[src/rtl/spi_master_arb.sv]
// spi_master_arb: round-robin arbiter and SPI master (CPOL=0) sharing one
// sck/mosi/miso bus among NREQ requesters, each with its own active-low select.
// Each frame sends DATA_LENGTH bits LSB first, then TAIL_CLKS trailing sck pulses.
// Optional feature macro: SPI_ARB_LOCK_EN (locked requester keeps the bus between frames).
module spi_master_arb #(
    parameter int NREQ        = 2,
    parameter int DATA_LENGTH = 8,
    parameter int TAIL_CLKS   = 4,
    parameter int CLK_DIV     = 2
) (
    input  logic                        clk,
    input  logic                        prst,
    input  logic [NREQ-1:0]             req,
    input  logic [NREQ-1:0]             lock,
    input  logic [NREQ*DATA_LENGTH-1:0] tx_data,
    output logic [NREQ-1:0]             gnt,
    output logic [NREQ-1:0]             done,
    output logic [DATA_LENGTH-1:0]      rx_data,
    output logic                        busy,
    output logic                        sck,
    output logic                        mosi,
    input  logic                        miso,
    output logic [NREQ-1:0]             ss
);

    localparam int NPULSE = DATA_LENGTH + TAIL_CLKS;
    localparam int CW     = $clog2(NPULSE + 1);
    localparam int DW     = (CLK_DIV > 1) ? $clog2(CLK_DIV) : 1;
    localparam int IW     = $clog2(NREQ);

    // RELOAD is the done cycle of a locked frame, only reachable with the lock feature
    typedef enum logic [2:0] {IDLE, SETUP, XFER, TAIL, GAP, RELOAD} state_t;

    state_t                 state_q, state_d;
    logic [DW-1:0]          div_q, div_d;
    logic [CW-1:0]          cnt_q, cnt_d;
    logic [DATA_LENGTH-1:0] sh_q, sh_d;
    logic [DATA_LENGTH-1:0] rxs_q, rxs_d;
    logic [DATA_LENGTH-1:0] rx_q, rx_d;
    logic [IW-1:0]          cur_q, cur_d;
    logic [IW-1:0]          ptr_q, ptr_d;
    logic                   sck_q, sck_d;
    logic                   mosi_q, mosi_d;
    logic                   busy_q, busy_d;
    logic [NREQ-1:0]        ss_q, ss_d;
    logic [NREQ-1:0]        gnt_q, gnt_d;
    logic [NREQ-1:0]        done_q, done_d;

    logic          found;
    logic [IW-1:0] sel;
    logic [IW-1:0] sel_next;
    logic          load;
    logic [IW-1:0] load_idx;
    logic          div_end;
    logic          relock;

`ifdef SPI_ARB_LOCK_EN
    assign relock = lock[cur_q] & req[cur_q];
`else
    logic unused_lock;
    assign unused_lock = ^lock;
    assign relock      = 1'b0;
`endif

    assign div_end = (div_q == DW'(CLK_DIV - 1));

    // Round-robin pick: first pending request at or above the pointer, wrapping
    always_comb begin
        int unsigned idx;
        found    = 1'b0;
        sel      = '0;
        for (int unsigned k = 0; k < NREQ; k++) begin
            idx = 32'(ptr_q) + k;
            if (idx >= NREQ) idx = idx - NREQ;
            if (!found && req[IW'(idx)]) begin
                found = 1'b1;
                sel   = IW'(idx);
            end
        end
        sel_next = (32'(sel) == NREQ - 1) ? '0 : sel + 1'b1;
    end

    // Frame sequencer: next-state and registered-output values
    always_comb begin
        state_d  = state_q;
        div_d    = div_q;
        cnt_d    = cnt_q;
        sh_d     = sh_q;
        rxs_d    = rxs_q;
        rx_d     = rx_q;
        cur_d    = cur_q;
        ptr_d    = ptr_q;
        sck_d    = sck_q;
        mosi_d   = mosi_q;
        busy_d   = busy_q;
        ss_d     = ss_q;
        gnt_d    = '0;
        done_d   = '0;
        load     = 1'b0;
        load_idx = cur_q;
        case (state_q)
            IDLE: begin
                if (found) begin
                    load     = 1'b1;
                    load_idx = sel;
                    ptr_d    = sel_next;
                end
            end
            SETUP: begin
                if (div_end) begin
                    div_d   = '0;
                    sck_d   = 1'b1;
                    rxs_d   = {miso, rxs_q[DATA_LENGTH-1:1]};
                    state_d = XFER;
                end else begin
                    div_d = div_q + 1'b1;
                end
            end
            XFER: begin
                if (div_end) begin
                    div_d = '0;
                    if (sck_q) begin
                        sck_d = 1'b0;
                        cnt_d = cnt_q + 1'b1;
                        if (cnt_q == CW'(DATA_LENGTH - 1)) begin
                            mosi_d  = 1'b0;
                            state_d = TAIL;
                        end else begin
                            sh_d   = sh_q >> 1;
                            mosi_d = sh_d[0];
                        end
                    end else begin
                        sck_d = 1'b1;
                        rxs_d = {miso, rxs_q[DATA_LENGTH-1:1]};
                    end
                end else begin
                    div_d = div_q + 1'b1;
                end
            end
            TAIL: begin
                if (div_end) begin
                    div_d = '0;
                    if (sck_q) begin
                        sck_d = 1'b0;
                        cnt_d = cnt_q + 1'b1;
                    end else if (cnt_q == CW'(NPULSE)) begin
                        done_d[cur_q] = 1'b1;
                        rx_d          = rxs_q;
                        cnt_d         = '0;
                        if (relock) begin
                            state_d = RELOAD;
                        end else begin
                            ss_d    = '1;
                            state_d = GAP;
                        end
                    end else begin
                        sck_d = 1'b1;
                    end
                end else begin
                    div_d = div_q + 1'b1;
                end
            end
            GAP: begin
                if (div_end) begin
                    div_d   = '0;
                    busy_d  = 1'b0;
                    state_d = IDLE;
                end else begin
                    div_d = div_q + 1'b1;
                end
            end
            RELOAD: begin
                load = 1'b1;
            end
            default: state_d = IDLE;
        endcase
        // Grant and locked re-grant share the frame-start load
        if (load) begin
            gnt_d[load_idx] = 1'b1;
            ss_d            = '1;
            ss_d[load_idx]  = 1'b0;
            busy_d          = 1'b1;
            sh_d            = tx_data[load_idx*DATA_LENGTH +: DATA_LENGTH];
            mosi_d          = sh_d[0];
            cur_d           = load_idx;
            cnt_d           = '0;
            div_d           = '0;
            state_d         = SETUP;
        end
    end

    // State and output registers, cleared immediately by reset
    always_ff @(posedge clk or posedge prst) begin
        if (prst) begin
            state_q <= IDLE;
            div_q   <= '0;
            cnt_q   <= '0;
            sh_q    <= '0;
            rxs_q   <= '0;
            rx_q    <= '0;
            cur_q   <= '0;
            ptr_q   <= '0;
            sck_q   <= 1'b0;
            mosi_q  <= 1'b0;
            busy_q  <= 1'b0;
            ss_q    <= '1;
            gnt_q   <= '0;
            done_q  <= '0;
        end else begin
            state_q <= state_d;
            div_q   <= div_d;
            cnt_q   <= cnt_d;
            sh_q    <= sh_d;
            rxs_q   <= rxs_d;
            rx_q    <= rx_d;
            cur_q   <= cur_d;
            ptr_q   <= ptr_d;
            sck_q   <= sck_d;
            mosi_q  <= mosi_d;
            busy_q  <= busy_d;
            ss_q    <= ss_d;
            gnt_q   <= gnt_d;
            done_q  <= done_d;
        end
    end

    assign gnt     = gnt_q;
    assign done    = done_q;
    assign rx_data = rx_q;
    assign busy    = busy_q;
    assign sck     = sck_q;
    assign mosi    = mosi_q;
    assign ss      = ss_q;

endmodule

[config.mk]
export PLATFORM = sky130hd
export DESIGN_NAME = spi_master_arb
export DESIGN_NICKNAME = d
export VERILOG_FILES = /design/src/rtl/spi_master_arb.sv
export SDC_FILE = /design/constraint.sdc
export NUM_CORES = 1
export LEC_CHECK = 0
export ABC_AREA = 0
export CAP_MARGIN = 20
export CORE_AREA = 3 3 87 89
export CTS_CLUSTER_DIAMETER = 150
export DETAILED_ROUTE_END_ITERATION = 8
export DIE_AREA = 0 0 90 92
export GPL_ROUTABILITY_DRIVEN = 0
export PLACE_DENSITY = 0.5
export SYNTH_ARGS = -nofsm -noshare
export SYNTH_HDL_FRONTEND = slang
export SYNTH_SLANG_ARGS = --single-unit
[constraint.sdc]
create_clock -name clk -period 1.7 [get_ports clk]
set_clock_uncertainty 0.15 [all_clocks]
set_input_delay 0.34 -clock clk [delete_from_list [all_inputs] [get_ports clk]]
set_output_delay 0.34 -clock clk [all_outputs]
set_load 0.01 [all_outputs]
# --- Word-level counts from Yosys, hierarchy flattened ---
# Cells that the tools add are included.
totals:
  in_bits: 23
  output_inout_bits: 17
  register_bits: 43
  wordCells: 154
classes:
  add_sub_neg: 6
  bitwise_logic: 2
  shift: 1
  n_lt_le_gt_ge: 8
  mux: 73
  reduce_logical: 27
  eq_ne: 23
ops:
  columns: ["operator", "n"]
  rows:
  - ["8-bit two-way mux", 8]
  - ["1-bit two-way mux", 33]
  - ["3-bit two-way mux", 9]
  - ["4-bit two-way mux", 6]
  - ["3-bit inequality test, second input constant", 8]
  - ["2-bit two-way mux", 10]
  - ["4-bit AND reduction", 5]
  - ["8-bit one-hot mux with 2 select lines", 1]
  - ["2-bit nonzero test", 8]
  - ["16-bit by 5-bit indexed part select with 8-bit output", 1]
  - ["3-bit one-hot mux with 5 select lines", 1]
  - ["2-bit inequality test, second input constant", 5]
  - ["9-bit AND reduction", 1]
  - ["1-bit by 2-bit < comparator with 1-bit output, second input constant", 4]
  - ["4-bit one-hot mux with 2 select lines", 1]
  - ["3-bit by 2-bit equality test with 1-bit output, second input constant", 2]
  - ["3-bit equality test, second input constant", 2]
  - ["3-bit nonzero test", 2]
  - ["5-bit AND reduction", 1]
  - ["4-bit by 1-bit adder with 4-bit output, second input constant", 1]
  - ["4-bit by 3-bit equality test with 1-bit output, second input constant", 1]
  - ["4-bit equality test, second input constant", 1]
  - ["2-bit by 1-bit inequality test with 1-bit output, second input constant", 2]
  - ["4-bit inequality test, second input constant", 1]
  - ["19 further kinds", 26]

# --- Logic depth before layout (Yosys ltp) ---
logic_depth:
  depth_word: 16
  mapped_depth: 7
  depth_no_buf: 7

# --- Worst setup path before layout ---
# OpenSTA, ideal clock, no wires.
synth_path:
  kind: "reg-to-reg"
  from: "register cnt_q[0]"
  to: "register rx_q[0] (netlist: rx_data[0])"
  stages_incl_launch_ff: 7
  arrival_ps: 1542
  setup_time_ps: 125
  setup_slack_ps: -117
  path_buffers: 0
  period_less_slack_ps: 1817
  t_required_ps: 1425
  cell_sequence: "dfrtp_1 -> inv_1 -> ha_1 -> nand4_1 -> nor4_4 -> nand2_2 -> mux2_2"
synth_via:
  elab_chain_len: 2
synth_rtl:
  columns: ["element", "line_no", "rtl"]
  rows:
  - ["start: declaration", "36", "logic [CW-1:0] cnt_q, cnt_d;"]
  - ["start signal: assignment", "212", "cnt_q <= cnt_d;"]
  - ["4-bit equality test", "146", "end else if (cnt_q == CW'(NPULSE)) begin"]
  - ["4-bit AND reduction (no line)", null, null]
  - ["end signal: assignment", "215", "rx_q <= rx_d;"]
  - ["end: declaration", "39", "logic [DATA_LENGTH-1:0] rx_q, rx_d;"]
# Every way passes these cells.
# A chain may end at the register's enable or synchronous reset.

# --- Worst setup path in the final report ---
layout_path:
  from: "register state_q[0]"
  to: "register state_q[0]"
layout_via:
  elab_chain_len: 4
  elab_cells_between_ends: 20
  classes_between: "eq/ne (14); mux (3); reduce/logical (3)"
layout_rtl:
  columns: ["element", "line_no", "rtl"]
  rows:
  - ["start: declaration", "34", "state_t state_q, state_d;"]
  - ["start signal: assignment", "210", "state_q <= state_d;"]
  - ["3-bit equality test / 3-bit logical NOT (equally long branches)", "101", "case (state_q)"]
  - ["1-bit one-hot mux with 2 select lines / 2-bit OR reduction (equally long branches)", null, null]
  - ["3-bit inequality test (no line), or another cell as far along", null, null]
  - ["9-bit AND reduction (no line) / 3-bit two-way mux (equally long branches)", null, null]
# Parallel ways exist; a longest one is shown, timed or not.

==> results_dict.tcl <==
set metrics [dict create \
    crit_path_frequent_cell "buf_4" \
    htreeDepth 2 \
    area.growth.synth_to_final_pct 63.2 \
    slew_headroom 0.735 \
    endpoint "state_q[0]" \
    grt_pass1_vias 1682 \
    cts-hold-fix-buffers 0 \
    drt-vias-per-instance 4.48 \
    path_cells "buf_4, nand4_1, buf_4, buf_6, o22ai_2, nor3_2, mux2i_1, o311ai_1" \
    p_leak_nw 1.81 \
    synthTopCellsByCount "dfrtp_1 (40), mux2i_1 (22), mux2_2 (16), nor2_1 (16), nand2_1 (11)" \
    drt_iter0_markers 63 \
    overflow 0 \
    path_class "flip-flop to flip-flop" \
    grt_max_degree 43 \
    crit_path_end_kind "flip-flop" \
    layout-drive-gt1-share 0.445 \
    ir_worst_vdd_uv 632 \
    r2r-start "state_q[0]" \
    fmaxAchievable_mhz 550 \
    stdcell_area_um2 3350 \
    synth_top_area_cell "dfrtp_1" \
    die_w_um 90 \
    port_buffers 37 \
    netlist_instances 180 \
    async_flop_share 1.00 \
    holdWs_ns 0.233 \
    synth_seq_cells 42 \
    clockRootBuffer "clkbuf_8" \
    synth_fp_nets 205 \
    regArea_um2 1060 \
    drc 0 \
    antenna_found_initial 0 \
    cts_tree "yes" \
    synthDistinctLibCells 43 \
    cts_made_buffers 5 \
    die_area_um2 8280 \
    netlist_area_um2 2050 \
    ios 40 \
    rsz0062_at_grt "yes" \
    status "complete, but fails checks" \
    pre_cts_ws_ns -0.334 \
    dieHeight_um 92 \
    wirelength_um 5030 \
    fp-row-count 30 \
    finalWorstSetupSlack_ns -0.119 \
    critPathLaunch "state_q[0]" \
    finalPower_mw 5.41 \
    r2r_end "state_q[0]" \
    ant_nets 0 \
    antenna_cells 0 \
    coreArea_um2 6830 \
    r2r_cells 8 \
    slowest_delay_ns 0.46 \
    num_vias 1659 \
    synth.most_common_cell "dfrtp_1" \
    drt-pass1-iter-count 4 \
    tightest_slew_ns 0.388 \
    initial_core_util 0.300 \
    ys_seq_area_frac 0.514 \
    crit_required_ns 1.72 \
    cp-start-kind "flip-flop" \
    drv_slew 0 \
    track_usage 0.126 \
    multi_input_area_um2 1140 \
    yosys_warnings 0 \
    crit_slowest_cell "dfrtp_2" \
    cap_viol_max_count 0 \
    syn_avg_cell_area_um2 11.4 \
    timing.final.crit_share 1.07 \
    ys.flop_type "dfrtp_1" \
    nets 298 \
    hold_viol 0 \
    path_clk_slew_ns 0.08 \
    setup_viol 33 \
    min_path_type "input pin to asynchronous set/reset pin" \
    cts_sinks 42 \
    fill_cells 658 \
    fin_util 0.490 \
    synth_edf_count 0 \
    yosysTopAreaCellShare 0.488 \
    grt_pass1_wl_um 8380 \
    layout_min_cycle_time_ns 1.82 \
    routedWlPerCell_um 13.6 \
    power_density_nw_per_um2 1620 \
    clk_path_buf_depth 2 \
    violations "setup timing" \
    clkLatencyLatePin_ns 0.30 \
    cp.arrival_ns 1.84 \
    netlist_top_cells_area "dfrtp_1 (49%), mux2i_1 (11%), mux2_2 (8.8%), nor2_1 (2.9%), dfstp_2 (2.6%)" \
    critPathMaxFanout 6 \
    post-dp-hpwl_um 3380 \
    placed_area_um2 2800 \
    rrSetupSlack_ns -0.12 \
]
[metrics by stage]
step	std cells	TNS, ns
5_1_grt	370	-5.09
4_1_cts	363	-3.93
2_1_floorplan	180	-0.491
6_report	370	-1.53
3_3_place_gp	342	-7.46
3_5_place_dp	342	-7.69
[sequential cells by signal, indices dropped and copies added (netlist names), 2 cells and up]
name     cells
rx_data      8
rxs_q        8
sh_q         7
cnt_q        4
state_q      3
done         2
gnt          2
ss           2
[area by class of cell]
type | instances | area share
Timing Repair Buffer | 91 | 0.265
Multi-Input combinational cell | 126 | 0.341
Clock inverter | 3 | 0.0131
Sequential cell | 42 | 0.316
Inverter | 7 | 0.00785
Clock buffer | 5 | 0.0206
Tap cell | 96 | 0.0359
[timing repair]
item | 4_1_cts | 5_1_grt
cloned | 2 | 0
endpoints found under the setup margin | 37 | 50
buffers inserted | 11 | 8
pin swaps | 4 | 15
resized for setup | 26 | 53
[worst max-delay path, delay by kind of cell, from the launching register on]
family | cells | cell delay [ns]
AO/OA/AOI/OAI | 2 | 0.18
buffers and inverters | 3 | 0.40
flip-flops | 1 | 0.46
multiplexers | 1 | 0.22
AND/OR/NAND/NOR | 2 | 0.27
[placed cells by master, fill, tap and decap left out, types with 3 or more instances in the layout]
cell type and n:
nor2_2 6, inv_1 5, buf_6 8, nor2_1 9, nor3_2 5, a21oi_1 3
dlymetal6s2s_1 12, buf_12 3, nand3_1 4, mux2_4 8, nand2_1 9, buf_4 42
dfrtp_2 4, mux2i_1 21, o21ai_0 5, clkbuf_8 5, clkdlybuf4s50_1 21, dlygate4sd2_1 4
mux2_2 8, dfrtp_1 36
[kinds of logic after synthesis]
logic type,Yosys count,synth area share
XOR/XNOR,2,0.00855
buffers and inverters,13,0.0305
adder cells (fa/ha/maj),2,0.0122
multiplexers,38,0.195
flip-flops,42,0.514
AO/OA/AOI/OAI,28,0.0971
AND/OR/NAND/NOR,55,0.142
[power breakdown]
part / leakage [nW] / internal (mW) / total [mW] / switching, mW
Combinational: 1.23 / 1.67 / 2.96 / 1.29
Clock: 0.0585 / 0.440 / 0.806 / 0.366
Sequential: 0.521 / 1.37 / 1.63 / 0.260
[how the worst min path moves through the flow]
stage	to	slack, ns	cells past startpoint
3_3_place_gp	done[0]	0.33	1
4_1_cts	done[0]	0.24	3
6_report	done[0]	0.23	3
2_1_floorplan	done[0]	0.29	1
3_5_place_dp	done[0]	0.34	1
5_1_grt	done[0]	0.28	3
[layer usage]
metal / wire length [um] / part of all wire / vias to the layer above / global-route usage
li1: - / - / 833 / -
met1: 2310 / 0.46 / 789 / 0.173
met2: 2420 / 0.48 / 30 / 0.194
met3: 228 / 0.045 / 7 / 0.0336
met4: 68 / 0.014 / 0 / 0.0383
met5: 0 / 0 / - / 0
Power figures use the tool's default switching activity.
